`src/rtl/instr_ram_ctrl_if.sv`:
```
// rtl/instr_ram_ctrl_if.sv - UART byte stream in, instruction RAM write/address port out
interface instr_ram_ctrl_if #(
  parameter int N = 8
);
  logic         rx_valid;
  logic [N-1:0] rx_data;
  logic [N-1:0] ram_addr;
  logic         ram_we;
  logic [N-1:0] ram_wdata;

  modport master (
    input  rx_valid,
    input  rx_data,
    output ram_addr,
    output ram_we,
    output ram_wdata
  );

  modport slave (
    output rx_valid,
    output rx_data,
    input  ram_addr,
    input  ram_we,
    input  ram_wdata
  );
endinterface

```
`src/rtl/instr_ram_ctrl.sv`:
```
// rtl/instr_ram_ctrl.sv - instruction RAM sequencer: UART load, free-run and single-step replay
// Optional XOR checksum of stored bytes: define INSTR_CTRL_CHECKSUM_EN.
module instr_ram_ctrl #(
  parameter int           N           = 8,
  parameter int           MAX_ADDRESS = 255,
  parameter logic [N-1:0] DELIM       = N'('h24),
  parameter logic [N-1:0] END_BYTE    = N'('h0A)
) (
  input  logic             clk,
  input  logic             rst,
  input  logic [1:0]       mode,
  input  logic             debug_btn,
  instr_ram_ctrl_if.master bus,
  output logic [N:0]       prog_len,
  output logic             instr_valid,
  output logic             at_end,
  output logic             overflow,
  output logic             load_done,
  output logic [N-1:0]     checksum
);

  localparam logic [1:0] S_RUN   = 2'd0;
  localparam logic [1:0] S_LOAD  = 2'd1;
  localparam logic [1:0] S_DEBUG = 2'd2;
  localparam logic [1:0] S_IDLE  = 2'd3;

  localparam logic [N:0] FULL_LEN = (N+1)'(MAX_ADDRESS + 1);
  localparam logic [N:0] ONE      = {{N{1'b0}}, 1'b1};

  logic [1:0]   state;
  logic [1:0]   next_state;
  logic         btn_prev;
  logic [N-1:0] addr_q;
  logic         we_q;
  logic [N-1:0] wdata_q;
  logic [N:0]   len_q;
  logic         ovf_q;
  logic         done_q;

  logic         entering;
  logic         byte_take;
  logic         is_delim;
  logic         is_end;
  logic         is_full;
  logic         do_write;
  logic         btn_rise;
  logic [N:0]   addr_next;
  logic         step_ok;
  logic         replay_state;

  always_comb begin
    next_state = S_IDLE;
    case (mode)
      2'd0:    next_state = S_RUN;
      2'd1:    next_state = S_LOAD;
      2'd2:    next_state = S_DEBUG;
      default: next_state = S_IDLE;
    endcase
  end

  assign entering  = (next_state != state);
  assign byte_take = (state == S_LOAD) && bus.rx_valid && !done_q;
  assign is_delim  = (bus.rx_data == DELIM);
  assign is_end    = (bus.rx_data == END_BYTE);
  assign is_full   = (len_q == FULL_LEN);
  assign do_write  = byte_take && !is_delim && !is_end && !is_full;
  assign btn_rise  = debug_btn && !btn_prev;

  // Stepping is allowed only while addr+1 is still inside the program;
  // with prog_len = 0 this is never true, so the address stays at 0.
  assign addr_next = {1'b0, addr_q} + ONE;
  assign step_ok   = (addr_next < len_q);

  always_ff @(posedge clk) begin
    if (!rst) begin
      state    <= S_IDLE;
      btn_prev <= 1'b0;
      addr_q   <= '0;
      we_q     <= 1'b0;
      wdata_q  <= '0;
      len_q    <= '0;
      ovf_q    <= 1'b0;
      done_q   <= 1'b0;
    end else begin
      state    <= next_state;
      btn_prev <= debug_btn;
      we_q     <= 1'b0;

      case (state)
        S_LOAD: begin
          if (byte_take) begin
            if (is_end) begin
              done_q <= 1'b1;
            end else if (!is_delim) begin
              if (is_full) begin
                ovf_q <= 1'b1;
              end else begin
                we_q    <= 1'b1;
                addr_q  <= len_q[N-1:0];
                wdata_q <= bus.rx_data;
                len_q   <= len_q + ONE;
              end
            end
          end
        end
        S_RUN: begin
          // A write still draining from the exit edge of LOAD held the
          // address; restart replay from 0 right after it.
          if (we_q) begin
            addr_q <= '0;
          end else if (step_ok) begin
            addr_q <= addr_next[N-1:0];
          end
        end
        S_DEBUG: begin
          if (we_q) begin
            addr_q <= '0;
          end else if (btn_rise && step_ok) begin
            addr_q <= addr_next[N-1:0];
          end
        end
        default: begin
        end
      endcase

      if (entering) begin
        if (next_state == S_LOAD) begin
          len_q  <= '0;
          addr_q <= '0;
          ovf_q  <= 1'b0;
          done_q <= 1'b0;
        end else if ((next_state == S_RUN || next_state == S_DEBUG) && !do_write) begin
          addr_q <= '0;
        end
      end
    end
  end

`ifdef INSTR_CTRL_CHECKSUM_EN
  logic [N-1:0] csum_q;

  always_ff @(posedge clk) begin
    if (!rst) begin
      csum_q <= '0;
    end else if (entering && next_state == S_LOAD) begin
      csum_q <= '0;
    end else if (do_write) begin
      csum_q <= csum_q ^ bus.rx_data;
    end
  end

  assign checksum = csum_q;
`else
  assign checksum = '0;
`endif

  assign replay_state  = (state == S_RUN) || (state == S_DEBUG);
  assign instr_valid   = replay_state && (len_q != '0);
  assign at_end        = instr_valid && (addr_next == len_q);

  assign bus.ram_addr  = addr_q;
  assign bus.ram_we    = we_q;
  assign bus.ram_wdata = wdata_q;
  assign prog_len      = len_q;
  assign overflow      = ovf_q;
  assign load_done     = done_q;

endmodule

```
`src/flat_wrapper.sv`:
```
// flat-port wrapper written by rule: the top's interface ports become plain ports
module instr_ram_ctrl_flat 
#(
  parameter int           N           = 8,
  parameter int           MAX_ADDRESS = 255,
  parameter logic [N-1:0] DELIM       = N'('h24),
  parameter logic [N-1:0] END_BYTE    = N'('h0A)
)
  (clk, rst, mode, debug_btn, prog_len, instr_valid, at_end, overflow, load_done, checksum, bus_rx_valid, bus_rx_data, bus_ram_addr, bus_ram_we, bus_ram_wdata);
  instr_ram_ctrl_if #(.N(N)) bus_i ();
  input  logic clk;
  input  logic rst;
  input  logic [1:0] mode;
  input  logic debug_btn;
  output logic [N:0] prog_len;
  output logic instr_valid;
  output logic at_end;
  output logic overflow;
  output logic load_done;
  output logic [N-1:0] checksum;
  input wire logic [$bits(bus_i.rx_valid)-1:0] bus_rx_valid;
  input wire logic [$bits(bus_i.rx_data)-1:0] bus_rx_data;
  output wire logic [$bits(bus_i.ram_addr)-1:0] bus_ram_addr;
  output wire logic [$bits(bus_i.ram_we)-1:0] bus_ram_we;
  output wire logic [$bits(bus_i.ram_wdata)-1:0] bus_ram_wdata;
  assign bus_i.rx_valid = bus_rx_valid;
  assign bus_i.rx_data = bus_rx_data;
  assign bus_ram_addr = bus_i.ram_addr;
  assign bus_ram_we = bus_i.ram_we;
  assign bus_ram_wdata = bus_i.ram_wdata;
  instr_ram_ctrl #(.N(N), .MAX_ADDRESS(MAX_ADDRESS), .DELIM(DELIM), .END_BYTE(END_BYTE)) u_core (.clk(clk), .rst(rst), .mode(mode), .debug_btn(debug_btn), .bus(bus_i), .prog_len(prog_len), .instr_valid(instr_valid), .at_end(at_end), .overflow(overflow), .load_done(load_done), .checksum(checksum));
endmodule
```
`config.mk`:
```
export PLATFORM = sky130hd
export DESIGN_NAME = instr_ram_ctrl_flat
export DESIGN_NICKNAME = d
export VERILOG_FILES = /design/src/rtl/instr_ram_ctrl_if.sv /design/src/rtl/instr_ram_ctrl.sv /design/src/flat_wrapper.sv
export SDC_FILE = /design/constraint.sdc
export NUM_CORES = 1
export LEC_CHECK = 0
export BUFFER_PORTS_ARGS = -buffer_cell sky130_fd_sc_hd__buf_2
export CORE_MARGIN = 2
export CORE_UTILIZATION = 40
export DETAILED_ROUTE_END_ITERATION = 7
export SLEW_MARGIN = 20
export SYNTH_ARGS = -nofsm -noshare
export SYNTH_HDL_FRONTEND = slang
export SYNTH_SLANG_ARGS = --single-unit
```
`constraint.sdc`:
```
create_clock -name clk -period 3.7 [get_ports clk]
set_input_delay 0.74 -clock clk [delete_from_list [all_inputs] [get_ports clk]]
set_output_delay 0.74 -clock clk [all_outputs]
set_load 0.02 [all_outputs]
```
After elaboration in Yosys (flattened, before gate mapping)
Cells that the tools add are included.
Cells by class
  $add $sub $neg: 2
  order comparisons: 1
  eq/ne operators: 11
  mux-type cells: 33
  bitwise logic cells: 6
  reduce and logical (&&, ||, !) cells: 24
Operator list (number)
  $mux W8: 11
  $mux W9: 7
  $pmux W8 S3: 1
  $mux W1: 13
  $logic_and A1 B1 Y1: 10
  $add A8 B1 Y9 const B: 1
  $add A9 B1 Y9 const B: 1
  $eq A9 B9 Y1: 1
  $eq A9 B9 Y1 const B: 1
  $lt A9 B9 Y1: 1
  $reduce_bool A9 Y1: 1
  $eq A8 B4 Y1 const B: 1
  $eq A8 B6 Y1 const B: 1
  $eq A2 B1 Y1 const B: 3
  $eq A2 B2 Y1 const B: 3
  $logic_not A1 Y1: 6
  $logic_not A2 Y1: 3
  $not A1 Y1: 6
  $pmux W2 S3: 1
  $reduce_and A5 Y1: 1
  $reduce_or A5 Y1: 1
  $logic_or A1 B1 Y1: 2
  $ne A2 B2 Y1: 1
Storage, ports and cells
  bits in registers: 31
  word-level logic and storage cells: 85

Logic depth before layout (Yosys ltp)
Gate-level depths: netlist of run 1.
  depth in word-level cells: 11
  depth in mapped cells: 13
  gate-level depth less buffers: 11

Least setup slack after synthesis of run 1
No wires, ideal clock.
  path type: reg2reg
  start point: register u_core.addr_q[2], in the netlist u_core.bus.ram_addr[2]
  end point: register u_core.addr_q[2], in the netlist u_core.bus.ram_addr[2]
  arrival: 2.854 ns
  data required time: 3.626 ns
  path slack: 0.772 ns
  cell stages (with the launch flop): 14
  cells stage by stage: dfxtp_1 buf_2 and2_1 and3_1 nand4_1 xnor2_1 ha_1 nand3_1 nor2_1 and2_4 buf_6 or3_1 a2111o_1 a31oi_1
Between the ends
  word-level cells in the longest chain between the ends: 9
  elaborated cells on any way between the ends: 15
  classes of those cells: add/sub (1); order compare (1); mux (12); reduce/logical (1)
RTL lines
  start: declaration: line instr_ram_ctrl.sv:33  | logic [N-1:0] addr_q;
  start signal: assignment: line instr_ram_ctrl.sv:99  | addr_q <= len_q[N-1:0];
  start signal: assignment: line instr_ram_ctrl.sv:112  | addr_q <= addr_next[N-1:0];
  start signal: assignment: line instr_ram_ctrl.sv:119  | addr_q <= addr_next[N-1:0];
  $add A8 B1 Y9: line instr_ram_ctrl.sv:71  | assign addr_next = {1'b0, addr_q} + ONE;
  $lt A9 B9 Y1: line instr_ram_ctrl.sv:72  | assign step_ok = (addr_next < len_q);
  $logic_and A1 B1 Y1: line instr_ram_ctrl.sv:118  | end else if (btn_rise && step_ok) begin
  $mux W8: line instr_ram_ctrl.sv:118
  $mux W8: line instr_ram_ctrl.sv:116  | if (we_q) begin
  $pmux W8 S3 *: line instr_ram_ctrl.sv:89  | case (state)
  $mux W8: line instr_ram_ctrl.sv:132  | end else if ((next_state == S_RUN || next_state == S_DEBUG) && !do_write) begin
  $mux W8: line instr_ram_ctrl.sv:127  | if (next_state == S_LOAD) begin
  $mux W8 *: line instr_ram_ctrl.sv:126  | if (entering) begin
Mark *: on every way between the ends. The rest lies on a longest branch, timed or not.
A chain may end at the register's enable or synchronous reset.

Worst setup path after layout of run 1
  start point: register u_core.addr_q[2], in the netlist u_core.bus.ram_addr[2]
  end point: output at_end
Between the ends
  word-level cells in the longest chain between the ends: 3
RTL lines
  $add A8 B1 Y9: line instr_ram_ctrl.sv:71
  $eq A9 B9 Y1: line instr_ram_ctrl.sv:159  | assign at_end = instr_valid && (addr_next == len_q);
  $logic_and A1 B1 Y1: line instr_ram_ctrl.sv:159
  end: declaration: line flat_wrapper.sv:17  | output logic at_end;
No other way between the ends.

==> flow_metrics.py, run 1 <==
metrics = {
    "yosys": {
        "synth-async-reset-ratio": 0,
        "yosysWarnings": 0,
        "muxShareOfSynthArea": 0.0157,
        "syn-cell-area_um2": 2080,
        "yosysUniqueCellTypes": 54,
        "yosysTopAreaCell": "dfxtp_1",
        "synth-adder-area-share": 0.0722,
        "seq_area_frac_synth": 0.299,
        "synth_flop_cell": "dfxtp_1",
        "synthTopCellsByArea": "dfxtp_1, ha_1, xnor2_1",
        "synthSimpleGateAreaFrac": 0.249,
        "synth_compound_area_frac": 0.214,
        "synth_top_family_by_area": "simple AND/OR/NAND/NOR gates",
        "yosysTopAreaCellShare": 0.299,
        "synthCells": 257,
        "ys_ff_latch": 31,
        "synth_xor_area_frac": 0.0632,
        "synth_area_per_cell_um2": 8.09,
        "synth_edf_count": 0,
    },
    "final_layout": {
        "antenna_cells": 0,
        "nNetsFinal": 323,
        "mostFrequentLayoutCells": "buf_2, dfxtp_1, nand2_1",
        "mostFrequentLayoutCell": "buf_2",
        "area_growth_pct": 14.8,
        "fin_util": 0.470,
        "instances_no_fill": 368,
        "layout-drive-gt1-share": 0.218,
    },
    "clocking": {
        "cts.sinks": 31,
        "cts_resized": 0,
        "cts_max_level": 2,
        "ctsHoldBuffers": 0,
        "cts_made_buffers": 5,
        "cts-root-buf": "clkbuf_8",
        "cts_tree": "done",
        "cts_setup_buffers": 0,
        "clk_latency_ns": 0.28,
        "clkTransAtPathRegs_ns": 0.07,
        "clockBufferDepth": 2,
    },
    "outcome": {
        "status": "complete, no violations",
    },
    "setup_path": {
        "crit_required_ns": 2.96,
        "path_class": "reg2out",
        "cp-start-kind": "flip-flop",
        "r2r-start": "u_core.bus.ram_addr[0]$_SDFF_PN0_",
        "critPathLaunch": "u_core.bus.ram_addr[2]$_SDFF_PN0_",
        "cp.arrival_ns": 2.50,
        "critPathMaxFanout": 11,
        "endpoint_kind": "output port",
    },
    "routing": {
        "drt-total-wl_um": 5250,
        "via_count": 2012,
        "drt_iter0_drc": 118,
        "ant_nets": 0,
        "drtPass1Iterations": 4,
        "viasPerCell": 5.47,
        "wire_per_inst_um": 14.3,
        "drc": 0,
    },
    "min_path": {
        "min-delay-start": "u_core.bus.ram_wdata[5]$_SDFFE_PN0P_",
        "hold_class": "reg2reg",
    },
    "sta": {
        "fmax_mhz": 309,
        "tightest_slew_ns": 0.911,
        "tns_ns": 0,
        "slew_headroom": 0.392,
        "hold_viol": 0,
        "skew_ns": 0.00792,
        "period_share": 0.875,
        "rsz0062_at_grt": "false",
        "setup-violations-final": 0,
        "drv_slew": 0,
        "post-route-min-period_ns": 3.24,
        "setup_ws_ns": 0.463,
    },
    "placed_design": {
        "hpwl_um": 3910,
        "pre_cts_slack_ns": 0.610,
        "port_buffers": 43,
        "place_inst": 360,
        "finalWeightedCongestion": 0.901,
    },
    "floorplan": {
        "dieArea_um2": 5790,
        "die_h_um": 76.1,
        "ios": 52,
        "start_util": 0.410,
        "die_x_um": 76.1,
        "core_um2": 5070,
        "rows": 26,
    },
    "global_routing": {
        "grt_pass1_wl_um": 8800,
        "grt_max_degree": 25,
        "grt.total_usage": 0.186,
        "antenna_found_initial": 0,
        "overflow": 0,
        "grt_pass1_vias": 1847,
    },
    "pwr": {
        "p_leak_nw": 0.988,
        "p_per_area_nw_per_um2": 319,
        "vdd_drop_max_v": 0.000250,
    },
    "job": {
        "max-cap-violations": 0,
    },
}
critical path, cell delays in order, from the launching register on:
cell and delay [ns]:
dfxtp_1 0.53, and2_1 0.20, and3_1 0.20, nand4_1 0.18
xnor2_1 0.18, ha_1 0.30, nand3_1 0.13, nor2_1 0.14
and4_1 0.20, buf_2 0.16
per-stage QoR:
stage	hold WS [ns]	power [W]	instance area (µm²)
after floorplan	0.532	0.000474	2100
after global placement	0.438	0.000502	2300
after detailed placement	0.445	0.000502	2300
after CTS	0.456	0.000767	2390
after global routing	0.474	0.000801	2390
final	0.452	0.000760	2390
flip-flops by register name, summed over array words and instances (netlist names):
signal / cells
u_core.prog_len: 9
u_core.state: 2
u_core.bus.ram_we: 1
u_core.overflow: 1
u_core.load_done: 1
u_core.bus.ram_addr: 8
u_core.btn_prev: 1
u_core.bus.ram_wdata: 8
worst paths after layout:
| path | slack, ns | depth (start not counted) | end |
|---|---|---|---|
| setup / recovery | 0.46 | 9 | at_end |
| setup reg to reg | 0.56 | 10 | u_core.bus.ram_addr[1]$_SDFF_PN0_ |
| hold / removal | 0.45 | 2 | u_core.bus.ram_wdata[5]$_SDFFE_PN0P_ |
| hold reg to reg | 0.45 | 2 | u_core.bus.ram_wdata[5]$_SDFFE_PN0P_ |
cell usage after synthesis, types with 2 or more instances:
library cell  count
xnor2_1          14
nand2b_1          6
dfxtp_1          31
a2111oi_1         2
ha_1             12
nor3_1            4
buf_4             9
o21ai_1           5
nor4bb_1          2
a211oi_1          2
buf_2             4
nand4_1           8
nand2_1          30
nor4_1            2
nor2b_1           2
nand3_1           5
a21oi_1          12
nor2_1           22
a31oi_1           7
o31ai_1           3
a21boi_1          8
buf_6             2
nand4bb_1         2
o311ai_1          4
clkbuf_1          5
and4_1            2
and2_1            3
inv_1            11
o21ai_0           9
and3_1            4
inv_2             2
final cells by class:
class	instances	area [µm²]
fill	561	2690
multi-input combinational	200	1310
sequential	31	621
timing repair buffer	46	238
tap	70	87.6
clock buffer	6	72.6
inverter	13	48.8
clock inverter	2	12.5
metal layers:
metal | vias up | GRT usage | routed length [µm]
met4 | 0 | 0.0691 | 135
met2 | 85 | 0.286 | 2340
li1 | 987 | - | -
met3 | 14 | 0.0427 | 388
met1 | 926 | 0.255 | 2390
met5 | - | 0 | 0
power breakdown:
part | switching (W) | leakage, nW | internal [W]
clock | 0.000134 | 0.0412 | 0.000131
combinational | 0.0000899 | 0.696 | 0.0000524
sequential | 0.0000102 | 0.252 | 0.000342
total | 0.000235 | 0.988 | 0.000526
cells by family after synthesis:
logic type,after synthesis
adder cells (fa/ha/maj),12
AND/OR/NAND/NOR,99
AO/OA/AOI/OAI,63
XOR/XNOR,15
multiplexers,3
other,1
buffers and inverters,33
flip-flops,31
No activity file was read; power rests on OpenSTA's default activity.
==> run 2, diff against run 1 <==
--- a/config.mk
+++ b/config.mk
@@ -6,9 +6,13 @@
 export NUM_CORES = 1
 export LEC_CHECK = 0
 export BUFFER_PORTS_ARGS = -buffer_cell sky130_fd_sc_hd__buf_2
+export CELL_PAD_IN_SITES_DETAIL_PLACEMENT = 0
+export CELL_PAD_IN_SITES_GLOBAL_PLACEMENT = 2
 export CORE_MARGIN = 2
-export CORE_UTILIZATION = 40
+export CORE_UTILIZATION = 30
 export DETAILED_ROUTE_END_ITERATION = 7
+export PLACE_DENSITY_LB_ADDON = 0.1
+export SKIP_CTS_REPAIR_TIMING = 1
 export SLEW_MARGIN = 20
 export SYNTH_ARGS = -nofsm -noshare
 export SYNTH_HDL_FRONTEND = slang
==> run 2 against run 1 <==
  * Routed wire length up 21%
  * Via count down 4.0%
  * Critical path depth unchanged
  * Fmax down 1.4%
  * Non-clock buffer count unchanged
  * Register-to-register slack worse by 0.10 ns
  * First-iteration DRC count down 8.5%
  * Sequential power about the same
  * Sequential share of layout area down 0.14 points
  * Die area up 31%
  * Power up 1.5%
==> flow_metrics.py, run 2 (synthesis gave the netlist of run 1 again) <==
metrics = {
    "final_layout": {
        "fin_util": 0.355,
        "nNetsFinal": 323,
        "mostFrequentLayoutCells": "buf_2, dfxtp_1, nand2_1",
        "mostFrequentLayoutCell": "buf_2",
        "area_growth_pct": 15.4,
        "largest_reg_flops": 9,
        "instances_no_fill": 378,
        "antenna_cells": 0,
        "layout-drive-gt1-share": 0.218,
        "fill_cells": 756,
    },
    "setup_path": {
        "cp.arrival_ns": 2.54,
        "critical_path_buf_inv_count": 1,
        "cpPeakStageDelay_ns": 0.53,
        "crit_required_ns": 2.96,
        "critPathTopFamily": "simple AND/OR/NAND/NOR gates",
        "path_class": "reg2out",
        "critPathMaxFanout": 11,
        "endpoint_kind": "output port",
        "cp-start-kind": "flip-flop",
        "cpMaxStageDelayCell": "dfxtp_1",
        "critical_path.cell_chain": "and2_1 > and3_1 > nand4_1 > xnor2_1 > ha_1 > nand3_1 > nor2_1 > and4_1 > buf_2",
    },
    "clocking": {
        "cts_made_buffers": 5,
        "cts-root-buf": "clkbuf_8",
        "clkTransAtPathRegs_ns": 0.07,
        "cts_max_level": 2,
        "cts.sinks": 31,
        "clockBufferDepth": 2,
        "cts_tree": "done",
        "clk_latency_ns": 0.29,
    },
    "sta": {
        "rsz0062_at_grt": "false",
        "drv_slew": 0,
        "post-route-min-period_ns": 3.28,
        "period_share": 0.887,
        "hold_viol": 0,
        "skew_ns": 0.00505,
        "fmax_mhz": 305,
        "setup_ws_ns": 0.417,
        "setup-violations-final": 0,
        "tightest_slew_ns": 0.996,
        "slew_headroom": 0.336,
        "tns_ns": 0,
    },
    "pwr": {
        "total_power_w": 0.000772,
        "clockPowerShare": 0.354,
        "p_per_area_nw_per_um2": 322,
        "vdd_drop_max_v": 0.000143,
        "p_leak_nw": 0.988,
        "intPower_w": 0.000526,
        "p_sw_frac": 0.319,
        "seq_power_share": 0.457,
        "power_frac_comb": 0.190,
        "p_switching_w": 0.000246,
    },
    "job": {
        "max-cap-violations": 0,
    },
    "routing": {
        "wl_met1_um": 3070,
        "drc": 0,
        "wl_met2_um": 2860,
        "drt_iter0_drc": 108,
        "ant_nets": 0,
        "via_count": 1931,
        "drt-total-wl_um": 6360,
        "highest_layer": "met4",
        "drtPass1Iterations": 4,
        "wire_per_inst_um": 16.8,
        "wl_met3_um": 259,
        "viasPerCell": 5.11,
    },
    "global_routing": {
        "grt_pass1_vias": 1836,
        "antenna_found_initial": 0,
        "overflow": 0,
        "grt_max_degree": 25,
        "grt_pass1_wl_um": 9870,
        "grt.total_usage": 0.173,
    },
    "min_path": {
        "hold_class": "reg2reg",
    },
    "floorplan": {
        "die_x_um": 87.2,
        "dieArea_um2": 7610,
        "start_util": 0.308,
        "ios": 52,
        "rows": 30,
        "die_h_um": 87.2,
        "core_um2": 6760,
    },
    "placed_design": {
        "hpwl_um": 4610,
        "port_buffers": 43,
        "pre_cts_slack_ns": 0.482,
        "place_inst": 370,
        "finalWeightedCongestion": 0.725,
    },
    "outcome": {
        "status": "complete, no violations",
    },
}
## run 2: routing by layer
| layer | up-vias | track usage |
|---|---|---|
| li1 | 983 | - |
| met1 | 890 | 0.232 |
| met2 | 44 | 0.266 |
| met3 | 14 | 0.0322 |
| met4 | 0 | 0.0797 |
| met5 | - | 0 |
## run 2: layout make-up
cell class,instances,area (µm²),share of cell area
Multi-Input combinational cell,200,1310,0.545
Inverter,13,48.8,0.0203
Timing Repair Buffer,46,238,0.0991
Sequential cell,31,621,0.259
Tap cell,80,100,0.0417
Clock buffer,6,72.6,0.0303
Clock inverter,2,12.5,0.00522
## run 2: tightest hold or removal path, cell delays in order (launching register included)
cell and delay [ns]:
dfxtp_1 0.31, nand2_1 0.05, a21boi_1 0.05
## run 2: metrics by stage
step	area (µm²)	hold slack (ns)
2_1_floorplan	2100	0.532
3_3_place_gp	2310	0.441
3_5_place_dp	2310	0.445
4_1_cts	2400	0.456
5_1_grt	2400	0.469
6_report	2400	0.452
## run 2: final timing paths
check | startpoint | to | slack, ns | cells after the start
worst max register to register | u_core.bus.ram_addr[0]$_SDFF_PN0_ | u_core.bus.ram_addr[1]$_SDFF_PN0_ | 0.46 | 10
worst min register to register | u_core.bus.ram_wdata[6]$_SDFFE_PN0P_ | u_core.bus.ram_wdata[6]$_SDFFE_PN0P_ | 0.45 | 2
worst min-delay path | u_core.bus.ram_wdata[6]$_SDFFE_PN0P_ | u_core.bus.ram_wdata[6]$_SDFFE_PN0P_ | 0.45 | 2
worst max-delay path | u_core.bus.ram_addr[2]$_SDFF_PN0_ | at_end | 0.42 | 9
## run 2: power by group through the flow
stage	Clock, W	Sequential, W	Combinational [W]
after CTS	0.000283	0.000352	0.000147
after global placement	0	0.000360	0.000148
after global routing	0.000299	0.000354	0.000162
after floorplan	0	0.000365	0.000109
after detailed placement	0	0.000360	0.000147
final	0.000273	0.000352	0.000146
==> run 3, diff against run 2 <==
--- a/config.mk
+++ b/config.mk
@@ -5,12 +5,14 @@
 export SDC_FILE = /design/constraint.sdc
 export NUM_CORES = 1
 export LEC_CHECK = 0
+export ABC_CLOCK_PERIOD_IN_PS = 3700
 export BUFFER_PORTS_ARGS = -buffer_cell sky130_fd_sc_hd__buf_2
 export CELL_PAD_IN_SITES_DETAIL_PLACEMENT = 0
 export CELL_PAD_IN_SITES_GLOBAL_PLACEMENT = 2
 export CORE_MARGIN = 2
 export CORE_UTILIZATION = 30
 export DETAILED_ROUTE_END_ITERATION = 7
+export MAX_ROUTING_LAYER = met4
 export PLACE_DENSITY_LB_ADDON = 0.1
 export SKIP_CTS_REPAIR_TIMING = 1
 export SLEW_MARGIN = 20
==> run 3 against run 2 <==
  * Hold slack hardly changed
  * Non-clock buffer count is the same
  * Routed wire length down 0.47%
  * Clock-buffer cell count unchanged
  * Die area is the same
  * Clock skew hardly changed
  * Sequential share of layout area unchanged
  * Combinational power is essentially flat
  * Global-route usage is 0.48 points higher
  * Core utilization stayed put
==> flow_metrics.py, run 3 (synthesis gave the netlist of run 1 again) <==
metrics = {
    "global_routing": {
        "grt_pass1_wl_um": 9850,
        "grt_max_degree": 25,
        "overflow": 0,
        "grt.total_usage": 0.177,
        "antenna_found_initial": 0,
        "grt_pass1_vias": 1833,
    },
    "clocking": {
        "cts.sinks": 31,
        "clkTransAtPathRegs_ns": 0.07,
        "cts_made_buffers": 5,
        "cts_tree": "done",
        "clockBufferDepth": 2,
        "cts_max_level": 2,
        "clk_latency_ns": 0.29,
        "cts-root-buf": "clkbuf_8",
    },
    "sta": {
        "tightest_slew_ns": 0.998,
        "slew_headroom": 0.335,
        "skew_ns": 0.00484,
        "fmax_mhz": 305,
        "hold_viol": 0,
        "hold_ws_ns": 0.452,
        "post-route-min-period_ns": 3.28,
        "rsz0062_at_grt": "false",
        "period_share": 0.887,
        "setup_ws_ns": 0.418,
        "tns_ns": 0,
        "drv_slew": 0,
        "setup-violations-final": 0,
    },
    "routing": {
        "wl_met3_um": 231,
        "drtPass1Iterations": 4,
        "wl_met1_um": 3070,
        "ant_nets": 0,
        "wire_per_inst_um": 16.8,
        "viasPerCell": 5.13,
        "wl_met2_um": 2860,
        "drc": 0,
        "highest_layer": "met4",
        "drt-total-wl_um": 6330,
        "via_count": 1941,
        "drt_iter0_drc": 89,
    },
    "final_layout": {
        "mostFrequentLayoutCells": "buf_2, dfxtp_1, nand2_1",
        "area_growth_pct": 15.4,
        "fill_cells": 756,
        "layout-drive-gt1-share": 0.218,
        "largest_reg_flops": 9,
        "antenna_cells": 0,
        "mostFrequentLayoutCell": "buf_2",
        "nNetsFinal": 323,
    },
    "min_path": {
        "hold_class": "reg2reg",
        "min-delay-start": "u_core.bus.ram_wdata[6]$_SDFFE_PN0P_",
        "min_to": "u_core.bus.ram_wdata[6]$_SDFFE_PN0P_",
        "holdPathStages": 2,
    },
    "placed_design": {
        "finalWeightedCongestion": 0.733,
        "port_buffers": 43,
        "pre_cts_slack_ns": 0.482,
        "hpwl_um": 4610,
    },
    "setup_path": {
        "cp-start-kind": "flip-flop",
        "r2r_cells": 10,
        "path_class": "reg2out",
        "cp.arrival_ns": 2.54,
        "crit_required_ns": 2.96,
        "critical_path.cell_chain": "and2_1 > and3_1 > nand4_1 > xnor2_1 > ha_1 > nand3_1 > nor2_1 > and4_1 > buf_2",
        "critical_path_buf_inv_count": 1,
        "regToRegEndpoint": "u_core.bus.ram_addr[1]$_SDFF_PN0_",
        "r2r-start": "u_core.bus.ram_addr[0]$_SDFF_PN0_",
        "endpoint_kind": "output port",
        "cpMaxStageDelayCell": "dfxtp_1",
        "r2r_slack_ns": 0.45,
        "critPathTopFamily": "simple AND/OR/NAND/NOR gates",
        "cpPeakStageDelay_ns": 0.53,
        "critPathMaxFanout": 11,
    },
    "pwr": {
        "p_per_area_nw_per_um2": 322,
        "total_power_w": 0.000772,
        "p_leak_nw": 0.988,
        "vdd_drop_max_v": 0.000143,
    },
    "floorplan": {
        "die_x_um": 87.2,
        "core_um2": 6760,
        "ios": 52,
        "rows": 30,
        "start_util": 0.308,
        "dieArea_um2": 7610,
        "die_h_um": 87.2,
    },
    "outcome": {
        "status": "complete, no violations",
    },
    "job": {
        "max-cap-violations": 0,
    },
}
-- run 3: final cells by class --
class	instances	area (µm²)	share of cell area
clock buffer	6	72.6	0.0303
clock inverter	2	12.5	0.00522
inverter	13	48.8	0.0203
multi-input combinational	200	1310	0.545
sequential	31	621	0.259
tap	80	100	0.0417
timing repair buffer	46	238	0.0991
-- run 3: how the worst max path moves through the flow --
stage	from	to	slack (ns)	cells past startpoint
2_1_floorplan	u_core.bus.ram_addr[2]$_SDFF_PN0_	u_core.bus.ram_addr[2]$_SDFF_PN0_	0.77	13
3_3_place_gp	u_core.bus.ram_addr[0]$_SDFF_PN0_	u_core.bus.ram_addr[1]$_SDFF_PN0_	0.57	10
3_5_place_dp	u_core.bus.ram_addr[0]$_SDFF_PN0_	u_core.bus.ram_addr[1]$_SDFF_PN0_	0.48	10
4_1_cts	u_core.bus.ram_addr[2]$_SDFF_PN0_	at_end	0.40	9
5_1_grt	u_core.bus.ram_addr[2]$_SDFF_PN0_	at_end	0.22	9
6_report	u_core.bus.ram_addr[2]$_SDFF_PN0_	at_end	0.42	9
-- run 3: worst register-to-register path, stage by stage (launching register included) --
cell and delay (ns):
dfxtp_1 0.55, ha_1 0.35, nand3_1 0.12, xnor2_1 0.33, ha_1 0.34, and4_4 0.22, a31oi_4 0.19, o21ai_2 0.16
nor3_2 0.43, mux2_1 0.37, a21oi_1 0.13
-- run 3: metrics by stage --
| step | instance area, µm² | std cells | util |
|---|---|---|---|
| after global routing | 2400 | 378 | 0.355 |
| after detailed placement | 2310 | 370 | 0.342 |
| final | 2400 | 378 | 0.355 |
| after CTS | 2400 | 378 | 0.355 |
| after global placement | 2310 | 370 | 0.342 |
| after floorplan | 2100 | 264 | - |
-- run 3: metal layers --
| metal | GRT usage | vias up |
|---|---|---|
| li1 | - | 982 |
| met2 | 0.269 | 46 |
| met3 | 0.0322 | 14 |
| met5 | - | - |
| met1 | 0.229 | 899 |
| met4 | 0.0797 | 0 |
-- run 3: report_power, final --
part           switching [W]  leakage (nW)  internal, W
registers          0.0000104         0.252     0.000342
clock network       0.000142        0.0412     0.000131
logic              0.0000940         0.696    0.0000523
